==> src/rtl/arc_mem_pkg.sv <==
// Shared types and address decode for the ARC main memory controller.
package arc_mem_pkg;

    localparam logic [31:0] BOOT_WORD_DEF = 32'h81C02800;
    localparam int          USER_BASE_DEF = 2048;

    typedef enum logic [1:0] {
        IDLE = 2'd0,
        WAIT = 2'd1,
        RESP = 2'd2
    } mem_state_e;

    typedef struct packed {
        logic        hit_sys;
        logic        hit_user;
        logic        misaligned;
        logic [31:0] index;
    } dec_t;

    // Per-transaction response control captured at acceptance.
    typedef struct packed {
        logic we;
        logic err;
        logic sel_sys;
    } rsp_ctl_t;

    function automatic dec_t addr_decode(input logic [63:0] addr,
                                         input logic [63:0] sys_bytes,
                                         input logic [63:0] user_base,
                                         input logic [63:0] user_bytes);
        dec_t        d;
        logic [63:0] off;
        d.misaligned = |addr[1:0];
        d.hit_sys    = addr < sys_bytes;
        d.hit_user   = (addr >= user_base) && (addr < user_base + user_bytes);
        off          = d.hit_user ? addr - user_base : addr;
        d.index      = 32'(off >> 2);
        return d;
    endfunction

endpackage

==> src/rtl/arc_mem_bank.sv <==
// Word array with big-endian per-byte write enables and a registered read port.
module arc_mem_bank #(
    parameter int                DATA_W = 32,
    parameter int                DEPTH  = 4,
    parameter logic [DATA_W-1:0] INIT0  = '0,
    parameter int                AW     = (DEPTH > 1) ? $clog2(DEPTH) : 1
) (
    input  logic                  clk,
    input  logic                  we,
    input  logic                  re,
    input  logic [AW-1:0]         addr,
    input  logic [DATA_W/8-1:0]   be,
    input  logic [DATA_W-1:0]     wdata,
    output logic [DATA_W-1:0]     rdata
);

    localparam int NB = DATA_W / 8;

    // Power-up image only; reset deliberately leaves the contents alone.
    logic [DATA_W-1:0] mem [DEPTH] = '{0: INIT0, default: '0};

    // be[NB-1] covers the top byte, which is the byte at addr+0.
    always_ff @(posedge clk) begin
        if (we) begin
            for (int b = 0; b < NB; b++) begin
                if (be[b]) mem[addr][b*8 +: 8] <= wdata[b*8 +: 8];
            end
        end
        if (re) rdata <= mem[addr];
    end

endmodule

==> src/rtl/arc_main_memory_ctrl.sv <==
// ARC main memory: system + user banks behind a valid/ready port with fixed read latency.
// Optional ARC_MEM_SYS_WRITE_PROTECT_EN turns system-region writes into error responses.
module arc_main_memory_ctrl
    import arc_mem_pkg::*;
#(
    parameter int                DATA_W     = 32,
    parameter int                ADDR_W     = 32,
    parameter int                SYS_WORDS  = 4,
    parameter int                USER_BASE  = USER_BASE_DEF,
    parameter int                USER_WORDS = 64,
    parameter int                LATENCY    = 1,
    parameter logic [DATA_W-1:0] BOOT_WORD  = DATA_W'(BOOT_WORD_DEF)
) (
    input  logic                  clk,
    input  logic                  rst_n,
    input  logic                  req_valid,
    output logic                  req_ready,
    input  logic                  req_we,
    input  logic [ADDR_W-1:0]     req_addr,
    input  logic [DATA_W/8-1:0]   req_be,
    input  logic [DATA_W-1:0]     req_wdata,
    output logic                  rsp_valid,
    input  logic                  rsp_ready,
    output logic [DATA_W-1:0]     rsp_rdata,
    output logic                  rsp_err
);

    localparam int SYS_AW  = (SYS_WORDS > 1)  ? $clog2(SYS_WORDS)  : 1;
    localparam int USER_AW = (USER_WORDS > 1) ? $clog2(USER_WORDS) : 1;

    mem_state_e        state;
    logic [3:0]        cnt;
    rsp_ctl_t          ctl_q;
    dec_t              dec;
    logic              accept, err, wp_err;
    logic              sys_we, sys_re, user_we, user_re;
    logic [DATA_W-1:0] sys_rdata, user_rdata;
    logic              unused_idx;

    always_comb dec = addr_decode(64'(req_addr), 64'(4 * SYS_WORDS),
                                  64'(USER_BASE), 64'(4 * USER_WORDS));
    assign unused_idx = ^dec.index;

`ifdef ARC_MEM_SYS_WRITE_PROTECT_EN
    assign wp_err = req_we & dec.hit_sys;
`else
    assign wp_err = 1'b0;
`endif

    assign err       = dec.misaligned | ~(dec.hit_sys | dec.hit_user) | wp_err;
    assign req_ready = rst_n & (state == IDLE);
    assign accept    = req_valid & req_ready;

    assign sys_we  = accept &  req_we & ~err & dec.hit_sys;
    assign sys_re  = accept & ~req_we & ~err & dec.hit_sys;
    assign user_we = accept &  req_we & ~err & dec.hit_user;
    assign user_re = accept & ~req_we & ~err & dec.hit_user;

    arc_mem_bank #(.DATA_W(DATA_W), .DEPTH(SYS_WORDS), .INIT0(BOOT_WORD), .AW(SYS_AW)) u_sys (
        .clk   (clk),
        .we    (sys_we),
        .re    (sys_re),
        .addr  (dec.index[SYS_AW-1:0]),
        .be    (req_be),
        .wdata (req_wdata),
        .rdata (sys_rdata)
    );

    arc_mem_bank #(.DATA_W(DATA_W), .DEPTH(USER_WORDS), .INIT0('0), .AW(USER_AW)) u_user (
        .clk   (clk),
        .we    (user_we),
        .re    (user_re),
        .addr  (dec.index[USER_AW-1:0]),
        .be    (req_be),
        .wdata (req_wdata),
        .rdata (user_rdata)
    );

    // WAIT spans LATENCY-1 cycles so rsp_valid rises LATENCY cycles after accept.
    always_ff @(posedge clk or negedge rst_n) begin
        if (!rst_n) begin
            state <= IDLE;
            cnt   <= '0;
            ctl_q <= '0;
        end else begin
            case (state)
                IDLE: if (accept) begin
                    ctl_q <= '{we: req_we, err: err, sel_sys: dec.hit_sys};
                    if (LATENCY == 1) begin
                        state <= RESP;
                    end else begin
                        state <= WAIT;
                        cnt   <= 4'd1;
                    end
                end
                WAIT: if (cnt == 4'(LATENCY - 1)) begin
                    state <= RESP;
                    cnt   <= '0;
                end else begin
                    cnt <= cnt + 4'd1;
                end
                RESP: if (rsp_ready) state <= IDLE;
                default: state <= IDLE;
            endcase
        end
    end

    // Bank read registers hold until the next read, so the response stays stable in RESP.
    assign rsp_valid = (state == RESP);
    assign rsp_err   = rsp_valid & ctl_q.err;
    assign rsp_rdata = (rsp_valid & ~ctl_q.we & ~ctl_q.err)
                     ? (ctl_q.sel_sys ? sys_rdata : user_rdata) : '0;

endmodule

==> config.mk <==
export PLATFORM = sky130hd
export DESIGN_NAME = arc_main_memory_ctrl
export DESIGN_NICKNAME = d
export VERILOG_FILES = /design/src/rtl/arc_mem_pkg.sv /design/src/rtl/arc_mem_bank.sv /design/src/rtl/arc_main_memory_ctrl.sv
export SDC_FILE = /design/constraint.sdc
export NUM_CORES = 2
export LEC_CHECK = 0
export BUFFER_PORTS_ARGS = -buffer_cell sky130_fd_sc_hd__buf_2
export CAP_MARGIN = 15
export CORE_ASPECT_RATIO = 1.2
export CORE_UTILIZATION = 45
export CTS_CLUSTER_SIZE = 16
export DETAILED_ROUTE_END_ITERATION = 7
export GPL_ROUTABILITY_DRIVEN = 0
export SETUP_SLACK_MARGIN = 0.02
export SLEW_MARGIN = 20
export SYNTH_ARGS = -nofsm -noshare
export SYNTH_HDL_FRONTEND = slang
export SYNTH_SLANG_ARGS = --single-unit
==> constraint.sdc <==
create_clock -name clk -period 4.6 [get_ports clk]
set_input_delay 0.69 -clock clk [delete_from_list [all_inputs] [get_ports clk]]
set_output_delay 0.69 -clock clk [all_outputs]
set_load 0.03 [all_outputs]
# Yosys cells after proc, flatten, opt, wreduce, memory -nomap -nowiden
# Memory sizes are Yosys's and may differ from the RTL's. A register that Yosys moved wholly into a read port is not among the register bits.
# Index checks and enable logic that the tools add are counted.
# totals
ramBits	2176
n_memories	2
elab_cells	71
reg_bits	9
out_inout_bits	35
# classes
n_reduce_logical	6
eq_ne	5
n_lt_le_gt_ge	3
mux	28
bitwise_logic	20
add_sub_neg	2
# memory_table
name	depth	word_bits	read_ports	rd_ports_with_merged_regs	wr	line_no	rtl
u_user.mem	64	32	1	1	1	arc_mem_bank.sv:20	logic [DATA_W-1:0] mem [DEPTH] = '{0: INIT0, default: '0};
u_sys.mem	4	32	1	1	1	arc_mem_bank.sv:20	
# op_table
cell	n
two-way mux 32 bit	2
greater-or-equal comparator 32 x 12 -> 1 bit, second input constant	1
< comparator 32 x 12 -> 1 bit, second input constant	1
< comparator 32 x 5 -> 1 bit, second input constant	1
two-way mux 1 bit	20
bitwise AND 1 bit	13
two-way mux 8 bit	1
subtractor 8 x 1 -> 8 bit, second input constant	1
two-way mux 2 bit	3
one-hot mux 2 bit (3 select lines)	1
inverter 1 bit	5
adder 4 x 1 -> 4 bit, second input constant	1
logical NOT 4 bit	1
two-way mux 4 bit	1
inequality test 2 bit, second input constant	2
AND reduction 3 bit	1
equality test 2 x 1 -> 1 bit, second input constant	1
equality test 2 bit, second input constant	1
logical NOT 2 bit	1
inequality test 2 x 1 -> 1 bit, second input constant	1
bitwise OR 1 bit	2
AND reduction 2 bit	1
OR reduction 2 bit	1
logical AND 1 bit	1

# Longest topological paths before layout
# logic_depth
ltp_word	10
ltp_mapped	12
depth_no_buf	6

# By module
# Synthesis repeated with hierarchy kept, for this count alone.
# hier_totals
cells_unflattened	4972
hier_area_um2	85948.7
# modules_own_cells
module	area_each_um2	cells_per_inst	instances	seq_area_each_um2
arc_mem_bank at u_user	79368.6	4646	1	62459.9
arc_mem_bank at u_sys	5745.5	219	1	4804.6
arc_main_memory_ctrl	834.6	107	1	100.1

# Worst setup path before layout
# No wires, ideal clock.
# synth_timing
path_type	in2reg
from	in req_addr[4]
to	reg u_sys.rdata[0], read port of u_sys.mem (enable)
cell_stages	4
setup_ns	0.505
path_slack_ns	-0.432
path_buffers	2
arrival_time_ns	4.528
required_time_ns	4.095
cell_sequence	buf_2 clkbuf_1 or3_1 nor4_1
# synth_via
elab_chain_len	8
# synth_rtl
element	line_no	rtl
start, declared	arc_main_memory_ctrl.sv:19	input logic [ADDR_W-1:0] req_addr,
greater-or-equal comparator 32 x 12 -> 1 bit / < comparator 32 x 12 -> 1 bit (equally long branches)	arc_mem_pkg.sv:35	d.hit_user = (addr >= user_base) && (addr < user_base + user_bytes);
logical AND 1 bit	arc_mem_pkg.sv:35	
bitwise OR 1 bit	arc_main_memory_ctrl.sv:50	assign err = dec.misaligned | ~(dec.hit_sys | dec.hit_user) | wp_err;
inverter 1 bit	arc_main_memory_ctrl.sv:50	
bitwise OR 1 bit	arc_main_memory_ctrl.sv:50	
inverter 1 bit	arc_main_memory_ctrl.sv:55	assign sys_re = accept & ~req_we & ~err & dec.hit_sys;
bitwise AND 1 bit	arc_main_memory_ctrl.sv:55	
bitwise AND 1 bit *	arc_main_memory_ctrl.sv:55	
named net sys_re	arc_main_memory_ctrl.sv:36	logic sys_we, sys_re, user_we, user_re;
end, declared	arc_mem_bank.sv:14	output logic [DATA_W-1:0] rdata
# Mark *: on every way through the listed nets, which the timed path passes. The rest lies on a longest branch.
# A chain may end at the register's enable or synchronous reset.

# Worst setup path after layout
# layout_timing
from	in rst_n
to	mem u_user.mem[18][13] (enable)
# layout_via
elab_chain_len	7
# layout_rtl
element	line_no	rtl
start, declared	arc_main_memory_ctrl.sv:15	input logic rst_n,
bitwise AND 1 bit	arc_main_memory_ctrl.sv:51	assign req_ready = rst_n & (state == IDLE);
bitwise AND 1 bit	arc_main_memory_ctrl.sv:52	assign accept = req_valid & req_ready;
bitwise AND 1 bit (3 in series)	arc_main_memory_ctrl.sv:56	assign user_we = accept & req_we & ~err & dec.hit_user;
two-way mux 1 bit	arc_mem_bank.sv:24	if (we) begin
two-way mux 1 bit (implied by the code)	arc_mem_bank.sv:26	if (be[b]) mem[addr][b*8 +: 8] <= wdata[b*8 +: 8];
end, declared	arc_mem_bank.sv:20	
# Every way passes these cells.

==> flow_metrics.env <==
export IMPL_r2r_start="state[1]"
export IMPL_synth_cells=4190
export IMPL_finClkSkew_ns=0.0395
export IMPL_grt_max_degree=81
export IMPL_drcViolationCount=0
export IMPL_antenna_found_initial=24
export IMPL_leakagePower_nw=31.7
export IMPL_fmax_mhz=272
export IMPL_timing_rr_end="u_user.mem[18][13]"
export IMPL_dp_cells=7024
export IMPL_post_route_period_util_pct=79.9
export IMPL_endpoint_kind="flip-flop"
export IMPL_synth_area_leaders="edfxtp_1 (77%), mux4_2 (13%), mux2i_1 (1.8%), mux2_2 (1.5%), nor2_1 (1.5%)"
export IMPL_area_growth_pct=14.5
export IMPL_wl_met3_um=18900
export IMPL_synth_fp_nets=4263
export IMPL_hold_viol_final=0
export IMPL_crit_chain="dlygate4sd3_1, buf_2, nand3b_1, nor3_1, nor3b_1, and3_1, nand2_2, buf_12, nor2_1"
export IMPL_wl_met2_um=120000
export IMPL_tightest_slew_ns=1.07
export IMPL_rsz0062_at_grt="false"
export IMPL_ys_seq_area_share_pct=77.2
export IMPL_drt_iter0_drc=5697
export IMPL_fill_cells=15104
export IMPL_vias=44128
export IMPL_synth_async_sr_flop_share_pct=0.178
export IMPL_drt_pass1_iter_count=7
export IMPL_start_util_pct=45.4
export IMPL_dp_hpwl_um=162000
export IMPL_synth_cell_types=50
export IMPL_grt_pass1_wl_um=341000
export IMPL_synthFlopType="edfxtp_1"
export IMPL_fp_dieArea_um2=196000
export IMPL_vias_per_cell=5.95
export IMPL_avgSynthCellArea_um2=20.8
export IMPL_outcome="finished, final reports clean"
export IMPL_postRouteAntennaNets=0
export IMPL_ys_ff_latch=2244
export IMPL_cts_buffers=207
export IMPL_critical_path_buf_inv_count=3
export IMPL_cap_violations=0
export IMPL_hp_start="req_wdata[12]"
export IMPL_clk_pin_slew_worst_paths_ns=0.06
export IMPL_synth_top_area_share_pct=77.1
export IMPL_maxSlewViolCount=0
export IMPL_crit_path_top_delay_cell="nor2_1"
export IMPL_pin_count=108
export IMPL_critPathLaunch="rst_n"
export IMPL_cp_required_ns=5.06
export IMPL_cts_sinks=2244
export IMPL_drt_total_wl_um=243000
export IMPL_globalRoute_totalOverflow=0
export IMPL_yosys_warnings=0
export IMPL_rrSetupSlack_ns=0.96
export IMPL_grt_pass1_vias=44178
export IMPL_setup_viol=0
export IMPL_holdBufCountCts=2
export IMPL_cts_setup_buffers=0
export IMPL_die_w_um=404
export IMPL_io_buffer_count=107
export IMPL_wl_per_cell_um=32.7
export IMPL_arrival_ns=4.13
export IMPL_synth_area_um2=87300
export IMPL_clk_latency_ns=0.86
export IMPL_core_area_um2=192000
export IMPL_wl_met1_um=94800
export IMPL_clock_path_buffers=3
export IMPL_ir_worst_vdd_mv=0.366
export IMPL_critPathMaxFanout=64
export IMPL_p_per_area_nw_per_um2=418
export IMPL_fin_nets=4727
export IMPL_crit_path_end="u_user.mem[18][13]"
export IMPL_grt_util_all_layers_pct=24.9
export IMPL_stdcell_count=7419
export IMPL_crit_type="input pin to flip-flop"
export IMPL_rows=176
export IMPL_cp_depth=9
export IMPL_max_stage_delay_ns=0.89
export IMPL_start_kind="input pin"
export IMPL_synth_edf_count=2240
export IMPL_period_needed_ns=3.67
export IMPL_drive_above_1_share_pct=29.7
export IMPL_relSlewSlack_pct=28.1
export IMPL_htreeDepth=4
export IMPL_cts_root_buf="clkbuf_16"
export IMPL_crit_family="simple AND/OR/NAND/NOR gates"
export IMPL_dieHeight_um=484
export IMPL_hp_class="input pin to flip-flop"
export IMPL_cts_tree="built"
export IMPL_dr_max_layer_used="met5"
export IMPL_reg2regPathDepth=7
export IMPL_ctsResizeCount=0
export IMPL_total_power_mw=41.8
export IMPL_synth_top_area_cell="edfxtp_1"
flip-flops by register name, summed over array words and instances, names as in the netlist:
signal,flops
u_sys.mem,128
state,1
u_user.rdata,32
u_user.mem,2048
ctl_q,3
u_sys.rdata,32
cells by family after synthesis:
logic type	Yosys count	synth area share, %
AOI/OAI and AO/OA	311	2.22
muxes	772	16.2
DFF	2244	77.2
buffers and inverters	243	1.40
and+or+nand+nor	620	2.95
placed cells by master, fill, tap and decap left out, types with 18 or more instances in the layout:
master,n
edfxtp_1,2240
mux4_2,503
buf_4,363
nor2_1,337
clkbuf_16,213
nand2_1,160
mux2i_1,154
mux2_2,115
o21ai_0,100
buf_2,99
a21oi_1,76
clkinv_2,43
clkinv_1,42
clkbuf_1,40
o211ai_1,32
and2_1,27
nor3_1,27
bufinv_16,23
buf_12,23
nand3_1,19
a22oi_1,18
cell type report:
cell class	instances	area (um^2)	share of cell area [%]
diodes	10	25.0	0.0250
clock buffers	253	5480	5.48
clock inverters	130	1320	1.32
inverters	7	28.8	0.0288
multi-input cells	1703	18800	18.8
flip-flops and latches	2244	67400	67.4
well taps	2581	3230	3.23
repair buffers	491	3760	3.76
how the worst min path moves through the flow:
stage,end,slack (ns),cells after the start
2_1_floorplan,ctl_q[0],0.39,0
3_3_place_gp,ctl_q[2],0.49,1
3_5_place_dp,ctl_q[2],0.51,1
4_1_cts,u_user.mem[32][12],0.07,1
5_1_grt,u_user.mem[32][12],0.11,1
6_report,u_user.mem[32][12],0.13,1
cell usage after synthesis, types with 5 or more instances:
cell and number:
a2111oi_0 9, a211oi_1 15, a21oi_1 76, a221oi_1 7, a222oi_1 7, a22oi_1 18
a31o_2 6, a31oi_1 8, and2_1 27, buf_1 27, buf_2 71, buf_4 29
buf_6 15, clkbuf_1 94, edfxtp_1 2240, inv_1 5, mux2_2 115, mux2i_1 154
mux4_2 503, nand2_1 164, nand3_1 19, nor2_1 338, nor2b_1 14, nor3_1 28
nor4_1 6, o211ai_1 32, o21ai_0 100, o21bai_1 5, o22ai_1 15, or3_1 5
layer usage:
layer | up-vias | GRT usage, %
li1 | 18157 | -
met1 | 23578 | 33.4
met2 | 1940 | 40.6
met3 | 437 | 4.60
met4 | 16 | 9.09
met5 | - | 0.0247
where the power goes:
part           total, mW  switching, mW  leakage, nW  internal, mW
registers           22.5        0.00214         20.2          22.5
clock network       17.3           7.51         3.31          9.77
logic               2.04           1.32         8.19         0.724
per-stage QoR:
step / hold WS [ns] / utilization (%) / setup WS, ns / area [um^2] / setup TNS, ns
floorplan: 0.394 / - / 0.411 / 87300 / 0
CTS: 0.0689 / 52.0 / 1.02 / 99900 / 0
detailed placement: 0.508 / 48.4 / 0.322 / 93100 / 0
finish: 0.128 / 52.0 / 0.926 / 100000 / 0
global placement: 0.489 / 48.4 / -0.102 / 93100 / -0.102
global route: 0.111 / 52.0 / 0.914 / 99900 / 0
Note: power is estimated with default switching activity, not from simulation.
